`config.mk`:
```
export PLATFORM = sky130hd
export DESIGN_NAME = obstacle_guard
export DESIGN_NICKNAME = d
export VERILOG_FILES = /design/src/rtl/sonic_pkg.sv /design/src/rtl/dist_window.sv /design/src/rtl/obstacle_guard.sv
export SDC_FILE = /design/constraint.sdc
export NUM_CORES = 1
export LEC_CHECK = 0
export CORE_ASPECT_RATIO = 1.75
export CORE_MARGIN = 5
export CORE_UTILIZATION = 50
export CTS_CLUSTER_DIAMETER = 80
export DETAILED_ROUTE_END_ITERATION = 8
export PLACE_DENSITY = 0.75
export SYNTH_ARGS = -nofsm -noshare
export SYNTH_HDL_FRONTEND = slang
export SYNTH_HIERARCHICAL = 1
export SYNTH_SLANG_ARGS = --single-unit
```
`constraint.sdc`:
```
create_clock -name clk -period 7.2 [get_ports clk]
set_clock_uncertainty 0.15 [all_clocks]
set_input_delay 1.44 -clock clk [delete_from_list [all_inputs] [get_ports clk]]
set_output_delay 1.44 -clock clk [all_outputs]
set_load 0.01 [all_outputs]
```
`src/rtl/sonic_pkg.sv`:
```
// Shared types and constants for the sonic-domain blocks (ranger and its consumers).
package sonic_pkg;

    localparam int                DIST_W   = 6;
    localparam logic [DIST_W-1:0] DIST_MAX = 6'd63;

    typedef enum logic [1:0] {
        CLEAR     = 2'd0,
        NEAR_PEND = 2'd1,
        BLOCKED   = 2'd2,
        FAR_PEND  = 2'd3
    } guard_state_t;

endpackage

```
`src/rtl/dist_window.sv`:
```
// 4-deep distance window with a registered truncating average; everything resets to DIST_MAX.
module dist_window
    import sonic_pkg::*;
(
    input  logic              clk,
    input  logic              rst,
    input  logic              shift_en,
    input  logic [DIST_W-1:0] din,
    output logic [DIST_W-1:0] avg
);

    // The oldest entry is only ever needed for one more sum, so the
    // post-shift window is {din, r_w0, r_w1, r_w2}; nothing reads w3.
    logic [DIST_W-1:0] r_w0;
    logic [DIST_W-1:0] r_w1;
    logic [DIST_W-1:0] r_w2;
    logic [DIST_W-1:0] r_avg;
    logic [7:0]        w_sum;

    assign w_sum = {2'b00, din} + {2'b00, r_w0} + {2'b00, r_w1} + {2'b00, r_w2};

    always_ff @(posedge clk or negedge rst) begin
        if (!rst) begin
            r_w0  <= DIST_MAX;
            r_w1  <= DIST_MAX;
            r_w2  <= DIST_MAX;
            r_avg <= DIST_MAX;
        end else if (shift_en) begin
            r_w0  <= din;
            r_w1  <= r_w0;
            r_w2  <= r_w1;
            r_avg <= w_sum[7:2];
        end
    end

    assign avg = r_avg;

endmodule

```
`src/rtl/obstacle_guard.sv`:
```
// Samples the ranger distance, smooths it and drives a confirmed, hysteretic stop flag.
// Optional OBSTACLE_GUARD_ZERO_REJECT_EN: a zero reading on a tick is treated as "no echo" and skipped.
module obstacle_guard
    import sonic_pkg::*;
#(
    parameter int SAMPLE_PERIOD = 100000,
    parameter int NEAR_TH       = 10,
    parameter int FAR_TH        = 15,
    parameter int CONFIRM       = 3
) (
    input  logic              clk,
    input  logic              rst,
    input  logic [DIST_W-1:0] distance,
    output logic              sample_tick,
    output logic [DIST_W-1:0] avg_distance,
    output logic              avg_valid,
    output logic              stop,
    output guard_state_t      o_dbg_state
);

    localparam int             CNT_W    = (SAMPLE_PERIOD > 1) ? $clog2(SAMPLE_PERIOD) : 1;
    localparam logic [CNT_W-1:0] CNT_LAST = CNT_W'(SAMPLE_PERIOD - 1);
    localparam logic [3:0]     CONF_C   = 4'(CONFIRM);

    logic [CNT_W-1:0] r_period;
    logic             w_tick;
    logic             w_shift_en;
    logic             r_avg_valid;
    logic [DIST_W-1:0] w_avg;
    guard_state_t     r_state;
    logic [3:0]       r_conf;
    logic [3:0]       w_conf_inc;
    logic             r_stop;
    logic             w_near;
    logic             w_far;

    assign w_tick = (r_period == CNT_LAST);

    always_ff @(posedge clk or negedge rst) begin
        if (!rst) begin
            r_period <= '0;
        end else if (w_tick) begin
            r_period <= '0;
        end else begin
            r_period <= r_period + 1'b1;
        end
    end

`ifdef OBSTACLE_GUARD_ZERO_REJECT_EN
    assign w_shift_en = w_tick && (distance != '0);
`else
    assign w_shift_en = w_tick;
`endif

    dist_window u_window (
        .clk      (clk),
        .rst      (rst),
        .shift_en (w_shift_en),
        .din      (distance),
        .avg      (w_avg)
    );

    // avg_valid marks the cycle on which the freshly loaded average is visible.
    always_ff @(posedge clk or negedge rst) begin
        if (!rst) begin
            r_avg_valid <= 1'b0;
        end else begin
            r_avg_valid <= w_shift_en;
        end
    end

    assign w_near     = int'(w_avg) < NEAR_TH;
    assign w_far      = int'(w_avg) > FAR_TH;
    assign w_conf_inc = r_conf + 4'd1;

    always_ff @(posedge clk or negedge rst) begin
        if (!rst) begin
            r_state <= CLEAR;
            r_conf  <= 4'd0;
            r_stop  <= 1'b0;
        end else if (r_avg_valid) begin
            case (r_state)
                CLEAR: begin
                    if (w_near) begin
                        if (CONFIRM == 1) begin
                            r_state <= BLOCKED;
                            r_conf  <= 4'd0;
                            r_stop  <= 1'b1;
                        end else begin
                            r_state <= NEAR_PEND;
                            r_conf  <= 4'd1;
                        end
                    end else begin
                        r_conf <= 4'd0;
                    end
                end
                NEAR_PEND: begin
                    if (w_near) begin
                        if (w_conf_inc == CONF_C) begin
                            r_state <= BLOCKED;
                            r_conf  <= 4'd0;
                            r_stop  <= 1'b1;
                        end else begin
                            r_conf <= w_conf_inc;
                        end
                    end else begin
                        r_state <= CLEAR;
                        r_conf  <= 4'd0;
                    end
                end
                BLOCKED: begin
                    if (w_far) begin
                        if (CONFIRM == 1) begin
                            r_state <= CLEAR;
                            r_conf  <= 4'd0;
                            r_stop  <= 1'b0;
                        end else begin
                            r_state <= FAR_PEND;
                            r_conf  <= 4'd1;
                        end
                    end else begin
                        r_conf <= 4'd0;
                    end
                end
                FAR_PEND: begin
                    if (w_far) begin
                        if (w_conf_inc == CONF_C) begin
                            r_state <= CLEAR;
                            r_conf  <= 4'd0;
                            r_stop  <= 1'b0;
                        end else begin
                            r_conf <= w_conf_inc;
                        end
                    end else begin
                        r_state <= BLOCKED;
                        r_conf  <= 4'd0;
                    end
                end
                default: begin
                    r_state <= CLEAR;
                    r_conf  <= 4'd0;
                    r_stop  <= 1'b0;
                end
            endcase
        end
    end

    assign sample_tick  = w_tick;
    assign avg_distance = w_avg;
    assign avg_valid    = r_avg_valid;
    assign stop         = r_stop;
    assign o_dbg_state  = r_state;

endmodule

```
==> results of run 1 <==
[metal layers]
metal	up-vias	share of wire, %
met5	-	0
met4	0	1.6
met3	6	2.6
met2	19	53
met1	900	42
li1	935	-
[flip-flops by register name, indices dropped and copies added (netlist names)]
| signal | flops |
|---|---|
| u_window/avg | 6 |
| o_dbg_state | 2 |
| u_window/r_w1 | 6 |
| r_conf | 4 |
| avg_valid | 1 |
| stop | 1 |
| u_window/r_w0 | 6 |
| u_window/r_w2 | 6 |
| r_period | 17 |
[area by class of cell]
class | count | share of cell area (%)
clock buffers | 6 | 2.381
multi-input cells | 169 | 41.09
repair buffers | 20 | 6.240
inverters | 46 | 5.665
clock inverters | 2 | 1.149
well taps | 55 | 2.258
flip-flops and latches | 49 | 41.21
[synthesized netlist by cell type, types with 2 or more instances]
master,number
inv_1,45
dfrtp_1,25
nand2_1,25
o21ai_0,25
dfstp_2,24
nor2_1,15
fa_1,12
nand3_1,11
ha_1,8
xnor2_1,8
xor2_1,7
mux2_2,5
a21oi_1,4
nand4_1,4
nor2b_1,4
clkbuf_1,3
nor3_1,3
a21boi_0,2
and3_1,2
and3_2,2
nor4_1,2
o2111ai_1,2
o21a_1,2
o22ai_1,2
o31ai_1,2
or3_1,2
[worst paths after layout]
check                      cells after the start  slack, ns          endpoint              from
hold reg to reg                                2       0.33  u_window/r_w1[5]  u_window/r_w0[5]
setup reg to reg                               9       4.17   u_window/avg[2]  u_window/r_w0[2]
hold / removal                                 2       0.33  u_window/r_w1[5]  u_window/r_w0[5]
min in group asynchronous                      2       1.09       r_period[9]               rst
setup / recovery                              10       3.07   u_window/avg[2]       distance[2]
max in group asynchronous                      2       5.43         r_conf[0]               rst
[power groups by stage]
stage | combinational (mW) | sequential (mW) | clock, mW
5_1_grt | 0.0452 | 0.279 | 0.207
6_report | 0.0385 | 0.278 | 0.189
3_3_place_gp | 0.0382 | 0.283 | 0
2_1_floorplan | 0.0220 | 0.284 | 0
3_5_place_dp | 0.0391 | 0.283 | 0
4_1_cts | 0.0396 | 0.278 | 0.196
[cells by family (layout without fill, tap and decap cells)]
kind of cell             Yosys count  after routing
buffers and inverters             51             74
XOR/XNOR                          15             15
adder cells (fa/ha/maj)           20             20
flip-flops                        49             49
multiplexers                       5              5
AND/OR/NAND/NOR                   81             81
AO/OA/AOI/OAI                     48             48
[cells in the final DEF (no fill, tap or decap), drive strengths merged, types with 2 or more instances in the layout]
master | synthesis | layout
a21boi | 2 | 2
a21oi | 4 | 4
and3 | 4 | 4
buf | 2 | 3
clkbuf | 3 | 6
clkdlybuf4s50 | 0 | 17
dfrtp | 25 | 25
dfstp | 24 | 24
fa | 12 | 12
ha | 8 | 8
inv | 46 | 46
mux2 | 5 | 5
nand2 | 25 | 25
nand3 | 11 | 11
nand4 | 5 | 5
nor2 | 15 | 15
nor2b | 4 | 4
nor3 | 3 | 3
nor4 | 2 | 2
o2111ai | 2 | 2
o21a | 2 | 2
o21ai | 26 | 26
o22ai | 2 | 2
o31ai | 2 | 2
or3 | 2 | 2
or4 | 3 | 3
xnor2 | 8 | 8
xor2 | 7 | 7
[metrics by stage]
step	util (%)	hold slack [ns]
after detailed placement	55.95	0.3244
after global routing	58.00	0.3511
after floorplan	-	0.3051
final	58.00	0.3330
after global placement	55.95	0.3154
after CTS	58.00	0.3374
[worst reg2reg max path, cell delays in order (launching register included)]
cell     delay (ns)
dfstp_2        0.53
inv_1          0.06
fa_1           0.48
fa_1           0.57
inv_1          0.06
ha_1           0.29
and4b_1        0.20
o21ai_0        0.25
a21oi_1        0.13
o31ai_1        0.23
==> summary.md, run 1 <==
| Metric | Value |
|---|---|
| Final #Nets | 319 |
| Peak clock frequency supported by timing | 0.2420 GHz |
| Synth unique cells | 49 |
| Final Total Pwr | 505.9 uW |
| Crit-path cells | clkdlybuf4s50_1 > inv_1 > fa_1 > fa_1 > inv_1 > ha_1 > and4b_1 > o21ai_0 > a21oi_1 > o31ai_1 |
| Post-Syn Nets | 297 |
| Post-synthesis sequential area ratio | 46.50% |
| Post-CTS setup buffers | 0 |
| M1 GR Usage | 17.63% |
| Critical path class | input port to flop |
| Maximum VDD drop | 0.0001234 V |
| PortBufs | 18 |
| Synthesized flop and latch total | 49 |
| Status | complete, no violations |
| Yosys top cell area share | 23.34% |
| Final instance area | 3048 sq um |
| Vias in the first global route | 1897 |
| Placed Cells | 339 |
| Worst EP arrival | 4.19 ns |
| Placed cell area | 2940 sq um |
| Share of layout cells above drive strength 1 | 16.44% |
| Slew Limit Fails | 0 |
| LEAKAGE | 1.338 nW |
| Root Buffer Master | clkbuf_8 |
| CTS tree | done |
| Number of enable flip-flop cells after synthesis | 0 |
| Seq pwr share | 55.0% |
| Sw frac | 21.39% |
| Period utilization | 57.38% |
| Largest family of logic cells by synthesized area | simple AND/OR/NAND/NOR gates |
| Clock Latency Late Sink | 0.30 ns |
| GRT Resource Usage Total | 14.67% |
| Die Wd | 65.56 um |
| Boundary Pins | 19 |
| Synthesized area | 2701 sq um |
| Synth top area cells | dfstp_2 (23%), dfrtp_1 (23%), fa_1 (8.9%) |
| Final setup viols | 0 |
| CP Capture Type | flop |
| Synth Area in Simple Gates | 15.79% |
| Worst-path clk slew | 0.08 ns |
| Antenna cells | 0 |
| MaxCap Viol Count | 0 |
| Post-Synth XOR/XNOR Area | 4.863% |
| Hold Path Class | flop to flop |
| Starting density of the core | 51.40% |
| Final Hold Viols | 0 |
| CTS resizes | 0 |
| First-pass GRT wire length | 8217 um |
| Worst Tran Pin Value | 0.6265 ns |
| Largest net degree at the start of global routing | 50 |
| Synth Area in Adders | 12.60% |
| # clock sinks | 49 |
| Critical Path Fanout Max | 2 |
| Hpwl dp | 3252 um |
| Proportion of synthesized area in mux cells | 2.084% |
| CP bufs+invs | 3 |
| Post-layout min period | 4.132 ns |
| RSZ-0062 raised after global routing | false |
| Cells after Synth | 269 |
| Compound-cell area share of the yosys netlist | 10.75% |
| H-tree level count | 2 |
| Mean post-synth cell area | 10.04 sq um |
| Antenna violations before repair | 0 |
| Final ANT Viol Nets | 0 |
| PnR worst setup slack | 3.068 ns |
| Non-filler instance count after layout | 347 |
| Top FF cell, synth | dfrtp_1 |
| Rows | 35 |
| Setup_tns | 0 ns |
| WL/cell | 12.62 um |
| Reg area | 1256 sq um |
| Total CTS buffers | 5 |
| DR pass1 iterations | 4 |
| GRT overflow | 0 |
| Post-synth ARST share | 100.0% |
| Pwr Density | 166.0 nW/um^2 |
| Clk pwr share | 37.4% |
| Core Area | 5255 sq um |
| Routability Congestion | 0.7867 |
| Startpoint Class | input port |
| CP max stage delay | 0.57 ns |
| Crit-path slowest cell | fa_1 |
| Cell taking the most area after synthesis | dfstp_2 |
| Cell family with most CP delay | adder cells |
| Post-cts hold buffer count | 0 |
| Die Span Y | 107.2 um |
| Layout area overhead | 12.83% |
| Max-slew headroom | 57.87% |
| Pre-CTS setup slack | 2.818 ns |
| Filler instances | 454 |
| CP required | 7.26 ns |
| Final WL | 4379 um |
| Initial DRC Count | 67 |
| Via count | 1860 |
| Met2 GRT Util | 26.03% |
| NetSw | 108.2 uW |
| Multi-input logic area | 1252 sq um |
| Busiest grt layer | met2 |
| DRC | 0 |
| Max Buffers Root-to-Sink | 2 |
| Ys Warns | 6 |
| Via density | 5.360 |
| Die area | 7030 sq um |
| Combinational share of power | 7.6% |
| Met3 Use GR | 2.516% |
| Internal cell power | 397.7 uW |
(Power assumes the default switching activity.)
==> run 2: changes to the inputs <==
Clock period 7.2 ns to 4 ns, I/O delays scaled along.
==> run 2 against run 1 <==
Net effect:
- sequential share of layout area up 0.22 points
- via count up 0.81%
- clock power up 53%
- combinational power up 81%
- critical endpoint is now u_window/avg[3]
- setup slack worse by 2.5 ns
- highest routed layer unchanged
- largest cell class unchanged
==> summary.md, run 2 (same netlist as run 1, synthesis figures left out) <==
| Metric | Value |
|---|---|
| Die area | 7030 sq um (unchanged) |
| Boundary Pins | 19 (unchanged) |
| Initial DRC Count | 58 (-13%) |
| Peak clock frequency supported by timing | 0.2908 GHz |
| Rows | 35 (unchanged) |
| Via count | 1875 (+0.81%) |
| Post-CTS setup buffers | 0 (unchanged) |
| Vias in the first global route | 1922 (+1.3%) |
| Antenna violations before repair | 0 (unchanged) |
| PnR worst setup slack | 0.5617 ns (-2.507 ns) |
| Max Buffers Root-to-Sink | 2 (unchanged) |
| Pwr Density | 284.0 nW/um^2 (+71%) |
| Crit-path cells | clkdlybuf4s50_1 > inv_1 > fa_1 > inv_1 > fa_1 > nand3b_1 > fa_1 > nor2b_1 > o21ai_0 > a211oi_1 > a21o_1 |
| DRC | 0 (unchanged) |
| Max-slew headroom | 45.71% (-12 points) |
| Hold Path Class | flop to flop |
| Most frequent cells in the layout | inv_1 (45), nand2_1 (25), o21ai_0 (25), dfrtp_1 (25), dfstp_2 (24) |
| PortBufs | 18 (unchanged) |
| Layout area overhead | 12.23% |
| Die Wd | 65.56 um (unchanged) |
| Die Span Y | 107.2 um (unchanged) |
| Filler instances | 465 (+2.4%) |
| LEAKAGE | 1.319 nW (-1.4%) |
| Setup_tns | 0 ns (unchanged) |
| Hpwl dp | 3388 um (+4.2%) |
| Critical Path Fanout Max | 2 (unchanged) |
| Top cell by count, worst path | fa_1 |
| CP required | 4.10 ns (-3.16 ns) |
| Core Area | 5255 sq um (unchanged) |
| GRT overflow | 0 (unchanged) |
| RSZ-0062 raised after global routing | false |
| Total CTS buffers | 5 (unchanged) |
| Via density | 5.403 (+0.81%) |
| Final setup viols | 0 (unchanged) |
| Final Total Pwr | 861.0 uW (+70%) |
| Starting density of the core | 51.40% (unchanged) |
| Largest net degree at the start of global routing | 48 (-4.0%) |
| Maximum VDD drop | 0.0002011 V (+63%) |
| Root Buffer Master | clkbuf_8 |
| Hold Slack | 0.3348 ns (+0.001805 ns) |
| First-pass GRT wire length | 8224 um (about the same) |
| Clock Latency Late Sink | 0.30 ns (about the same) |
| Final WL | 4543 um (+3.7%) |
| GRT Resource Usage Total | 14.89% (+0.22 points) |
| Worst EP arrival | 3.54 ns (-0.65 ns) |
| CP Capture Type | flop |
| Crit-path slowest cell | fa_1 |
| Antenna cells | 0 (unchanged) |
| Final Hold Viols | 0 (unchanged) |
| CTS resizes | 0 (unchanged) |
| Post-layout min period | 3.438 ns |
| Pre-CTS setup slack | 0.2500 ns (-2.568 ns) |
| CP max stage delay | 0.52 ns (-0.05 ns) |
| Routability Congestion | 0.8185 (+4.0%) |
| # clock sinks | 49 (unchanged) |
| Critical path class | input port to flop |
| Slew Limit Fails | 0 (unchanged) |
| Final #Nets | 319 (unchanged) |
| Startpoint Class | input port |
| Share of layout cells above drive strength 1 | 16.78% (+0.34 points) |
| CTS tree | done |
| Top reg by flops | r_period |
| Post-cts hold buffer count | 0 (unchanged) |
| MaxCap Viol Count | 0 (unchanged) |
| Worst-path clk slew | 0.09 ns (about the same) |
| H-tree level count | 2 (unchanged) |
| Worst Tran Pin Value | 0.8144 ns (+0.1879 ns) |
| Status | complete, no violations |
| Final core utilization | 57.69% (-0.31 points) |
| Final ANT Viol Nets | 0 (unchanged) |
| DR pass1 iterations | 4 (unchanged) |
| Period utilization | 85.96% |
| Number of flip-flops in the largest register | 17 (unchanged) |
| WL/cell | 13.09 um (+3.7%) |
| Commonest non-fill, non-tap cell in the layout | inv_1 |
[run 2: cell count changes in the layout (fill, tap and decap cells not counted), sizes merged]
cell	change
clkinv	-1
clkbuf	-1
clkinvlp	+3
bufinv	-1
[run 2: critical path: cells and delay by family]
kind	cells	cell delay, ns
buffers and inverters	3	0.59
AOI/OAI and AO/OA	3	0.43
adders and majority gates	3	1.45
and+or+nand+nor	2	0.27
[run 2: area by class of cell]
| cell class | instances | area (sq um) | area share (%) |
|---|---|---|---|
| clock buffer | 5 | 68.82 | 2.270 |
| clock inverter | 3 | 22.52 | 0.7429 |
| inverter | 46 | 172.7 | 5.695 |
| multi-input combinational | 169 | 1252 | 41.31 |
| sequential | 49 | 1256 | 41.44 |
| tap | 55 | 68.82 | 2.270 |
| timing repair buffer | 20 | 190.2 | 6.273 |
[run 2: metal layers]
metal  GRT usage, %  vias to the layer above  wire (um)
met1          17.96                      915       1965
li1               -                      934          -
met5              0                        -          0
met2          25.45                       24       2421
met3          2.516                        2        120
met4          6.825                        0         34
[run 2: power breakdown]
group / switching [mW] / internal (mW)
registers: 0.00176 / 0.499
clock network: 0.168 / 0.123
logic: 0.0385 / 0.0312
total: 0.208 / 0.653
[run 2: stage by stage]
| step | cells | instance area [sq um] |
|---|---|---|
| 6_report | 347 | 3032 |
| 5_1_grt | 347 | 3032 |
| 4_1_cts | 347 | 3032 |
| 3_5_place_dp | 339 | 2940 |
| 3_3_place_gp | 339 | 2940 |
| 2_1_floorplan | 269 | 2701 |
[run 2: path summary, 6_finish.rpt]
path / from / to / slack [ns] / cells past startpoint
worst max-delay path: distance[1] / u_window/avg[3] / 0.56 / 11
worst min-delay path: u_window/r_w0[0] / u_window/r_w1[0] / 0.33 / 2
worst max register to register: u_window/r_w0[1] / u_window/avg[3] / 1.02 / 10
worst min register to register: u_window/r_w0[0] / u_window/r_w1[0] / 0.33 / 2
max in group asynchronous: rst / r_conf[3] / 2.58 / 2
min in group asynchronous: rst / r_period[6] / 0.44 / 1
==> run 3: changes to the inputs <==
Settings changed: CORE_ASPECT_RATIO 1.75 to 0.7.
Clock period 4 ns to 3.5 ns, I/O delays scaled along.
==> run 3 against run 2 <==
Net effect:
- via count fell by 0.96%
- sequential power rose by 14%
- critical path depth did not move
- clock-buffer cell count rose by 2
- largest power group unchanged
- total power is 15% higher
- non-clock buffer count grew 3
- cell area rose by 0.91%
- critical endpoint is now u_window/avg[5]
- clock power rose by 12%
- register-to-register slack lost 0.49 ns
- setup slack got worse by 0.41 ns
- final cell count is 5.8% higher
==> summary.md, run 3 (same netlist as run 1, synthesis figures left out) <==
| Metric | Value |
|---|---|
| Commonest non-fill, non-tap cell in the layout | inv_1 |
| Worst path depth | 11 (unchanged) |
| Clock Latency Late Sink | 0.30 ns (about the same) |
| WL/cell | 12.93 um (-1.3%) |
| LEAKAGE | 1.337 nW (+1.3%) |
| Most frequent cells in the layout | inv_1 (45), nand2_1 (25), dfrtp_1 (25) |
| Reg area | 1256 sq um (unchanged) |
| CP bufs+invs | 3 (unchanged) |
| GRT overflow | 0 (unchanged) |
| CP required | 3.58 ns (-0.52 ns) |
| Starting density of the core | 51.65% (+0.25 points) |
| Filler instances | 446 (-4.1%) |
| Status | complete, no violations |
| Layout area overhead | 13.25% |
| Multi-input logic area | 1247 sq um (-0.40%) |
| Max-slew headroom | 28.66% (-17 points) |
| Rows | 22 (-37%) |
| Total CTS buffers | 5 (unchanged) |
| Post-layout min period | 3.350 ns |
| H-tree level count | 2 (unchanged) |
| Post-cts hold buffer count | 0 (unchanged) |
| Share of layout cells above drive strength 1 | 16.61% (-0.17 points) |
| Final #Nets | 322 (+0.94%) |
| Worst Tran Pin Value | 1.070 ns (+0.2557 ns) |
| Top reg by flops | r_period |
| Worst R2R Path Depth | 10 (unchanged) |
| Period utilization | 95.71% |
| Vias in the first global route | 1718 (-11%) |
| DR pass1 iterations | 4 (unchanged) |
| Crit-path cells | clkdlybuf4s50_1 > inv_1 > fa_1 > inv_1 > fa_1 > nand3b_1 > fa_1 > nor2b_1 > o31a_1 > o21ai_0 > a31oi_1 |
| Critical Path Fanout Max | 2 (unchanged) |
| Final ANT Viol Nets | 0 (unchanged) |
| Routability Congestion | 0.8207 (+0.27%) |
| Worst EP arrival | 3.43 ns (-0.11 ns) |
| Hpwl dp | 3312 um (-2.2%) |
| Final setup viols | 0 (unchanged) |
| CTS tree | done |
| Root Buffer Master | clkbuf_8 |
| Critical path class | input port to flop |
| Die area | 6996 sq um (-0.49%) |
| Final Total Pwr | 987.8 uW (+15%) |
| GRT Resource Usage Total | 14.56% (-0.33 points) |
| First-pass GRT wire length | 8273 um (+0.60%) |
| DRC | 0 (unchanged) |
| Cell family with most CP delay | adder cells |
| Boundary Pins | 19 (unchanged) |
| Slew Limit Fails | 0 (unchanged) |
| Antenna cells | 0 (unchanged) |
| Startpoint Class | input port |
| Placed Cells | 359 (+5.9%) |
| Largest net degree at the start of global routing | 50 (+4.2%) |
| CP Capture Type | flop |
| Maximum VDD drop | 0.0002036 V (+1.2%) |
| Final WL | 4744 um (+4.4%) |
| WHS Path Cells | 2 (unchanged) |
| Peak clock frequency supported by timing | 0.2985 GHz |
| Final Hold Viols | 0 (unchanged) |
| Die Span Y | 71.50 um (-33%) |
| Max Buffers Root-to-Sink | 2 (unchanged) |
| # clock sinks | 49 (unchanged) |
| MaxCap Viol Count | 0 (unchanged) |
| Die Wd | 97.85 um (+49%) |
| Hold Path Class | flop to flop |
| Initial DRC Count | 82 (+41%) |
| Crit-path slowest cell | fa_1 |
| Core Area | 5230 sq um (-0.48%) |
| PortBufs | 18 (unchanged) |
| Via density | 5.060 (-6.4%) |
| Antenna violations before repair | 0 (unchanged) |
| Pwr Density | 322.9 nW/um^2 (+14%) |
| CP max stage delay | 0.53 ns (about the same) |
| Non-filler instance count after layout | 367 (+5.8%) |
| Number of flip-flops in the largest register | 17 (unchanged) |
| Worst-path clk slew | 0.09 ns (about the same) |
| Via count | 1857 (-0.96%) |
| Top cell by count, worst path | fa_1 |
| RSZ-0062 raised after global routing | false |
==> run 3: layer usage <==
layer  track usage (%)  share of wire [%]
met1             22.88                 55
met2             19.46                 41
met3             4.767                3.1
met4             2.765               0.74
met5                 0                  0
==> run 3: layout make-up <==
cell class	count	area share, %
repair buffers	23	6.953
well taps	72	2.945
flip-flops and latches	49	41.06
clock inverters	1	0.1227
inverters	46	5.644
multi-input cells	169	40.78
clock buffers	7	2.495
==> run 3: final timing paths <==
| check | start | slack [ns] | endpoint |
|---|---|---|---|
| max in group asynchronous | rst | 2.12 | r_conf[0] |
| max reg2reg | u_window/r_w0[1] | 0.53 | u_window/avg[5] |
| max | distance[1] | 0.15 | u_window/avg[5] |
| min in group asynchronous | rst | 0.44 | r_period[3] |
| min | u_window/r_w1[2] | 0.32 | u_window/r_w2[2] |
| min reg2reg | u_window/r_w1[2] | 0.32 | u_window/r_w2[2] |
==> run 3: power breakdown <==
group          internal, mW  total [mW]  switching, mW
logic                0.0417      0.0890         0.0474
registers             0.571       0.573        0.00199
clock network         0.140       0.326          0.186
total                 0.752       0.988          0.236
==> run 3: worst reg2reg max path: stages, from the launching register on <==
cell	delay, ns
dfstp_2	0.54
inv_1	0.06
fa_1	0.50
inv_1	0.05
fa_1	0.52
nand3b_1	0.10
fa_1	0.39
nor2b_1	0.15
o31a_1	0.16
o21ai_0	0.11
a31oi_1	0.19
==> run 3: through the flow <==
| stage | setup slack (ns) | area [sq um] | TNS, ns | utilization (%) | hold slack, ns |
|---|---|---|---|---|---|
| 3_5_place_dp | -0.1219 | 2979 | -0.5229 | 56.96 | 0.3222 |
| 4_1_cts | 0.1885 | 3059 | 0 | 58.49 | 0.3289 |
| 5_1_grt | 0.07233 | 3059 | 0 | 58.49 | 0.3537 |
| 6_report | 0.1503 | 3059 | 0 | 58.49 | 0.3240 |
| 3_3_place_gp | -0.08921 | 2979 | -0.3476 | 56.96 | 0.3143 |
| 2_1_floorplan | 0.4833 | 2701 | 0 | - | 0.2544 |
==> run 3: what timing repair did <==
action                     4_1_cts  5_1_grt
gates resized for setup          0        1
setup endpoints to repair        0        1
buffers inserted                 0        0
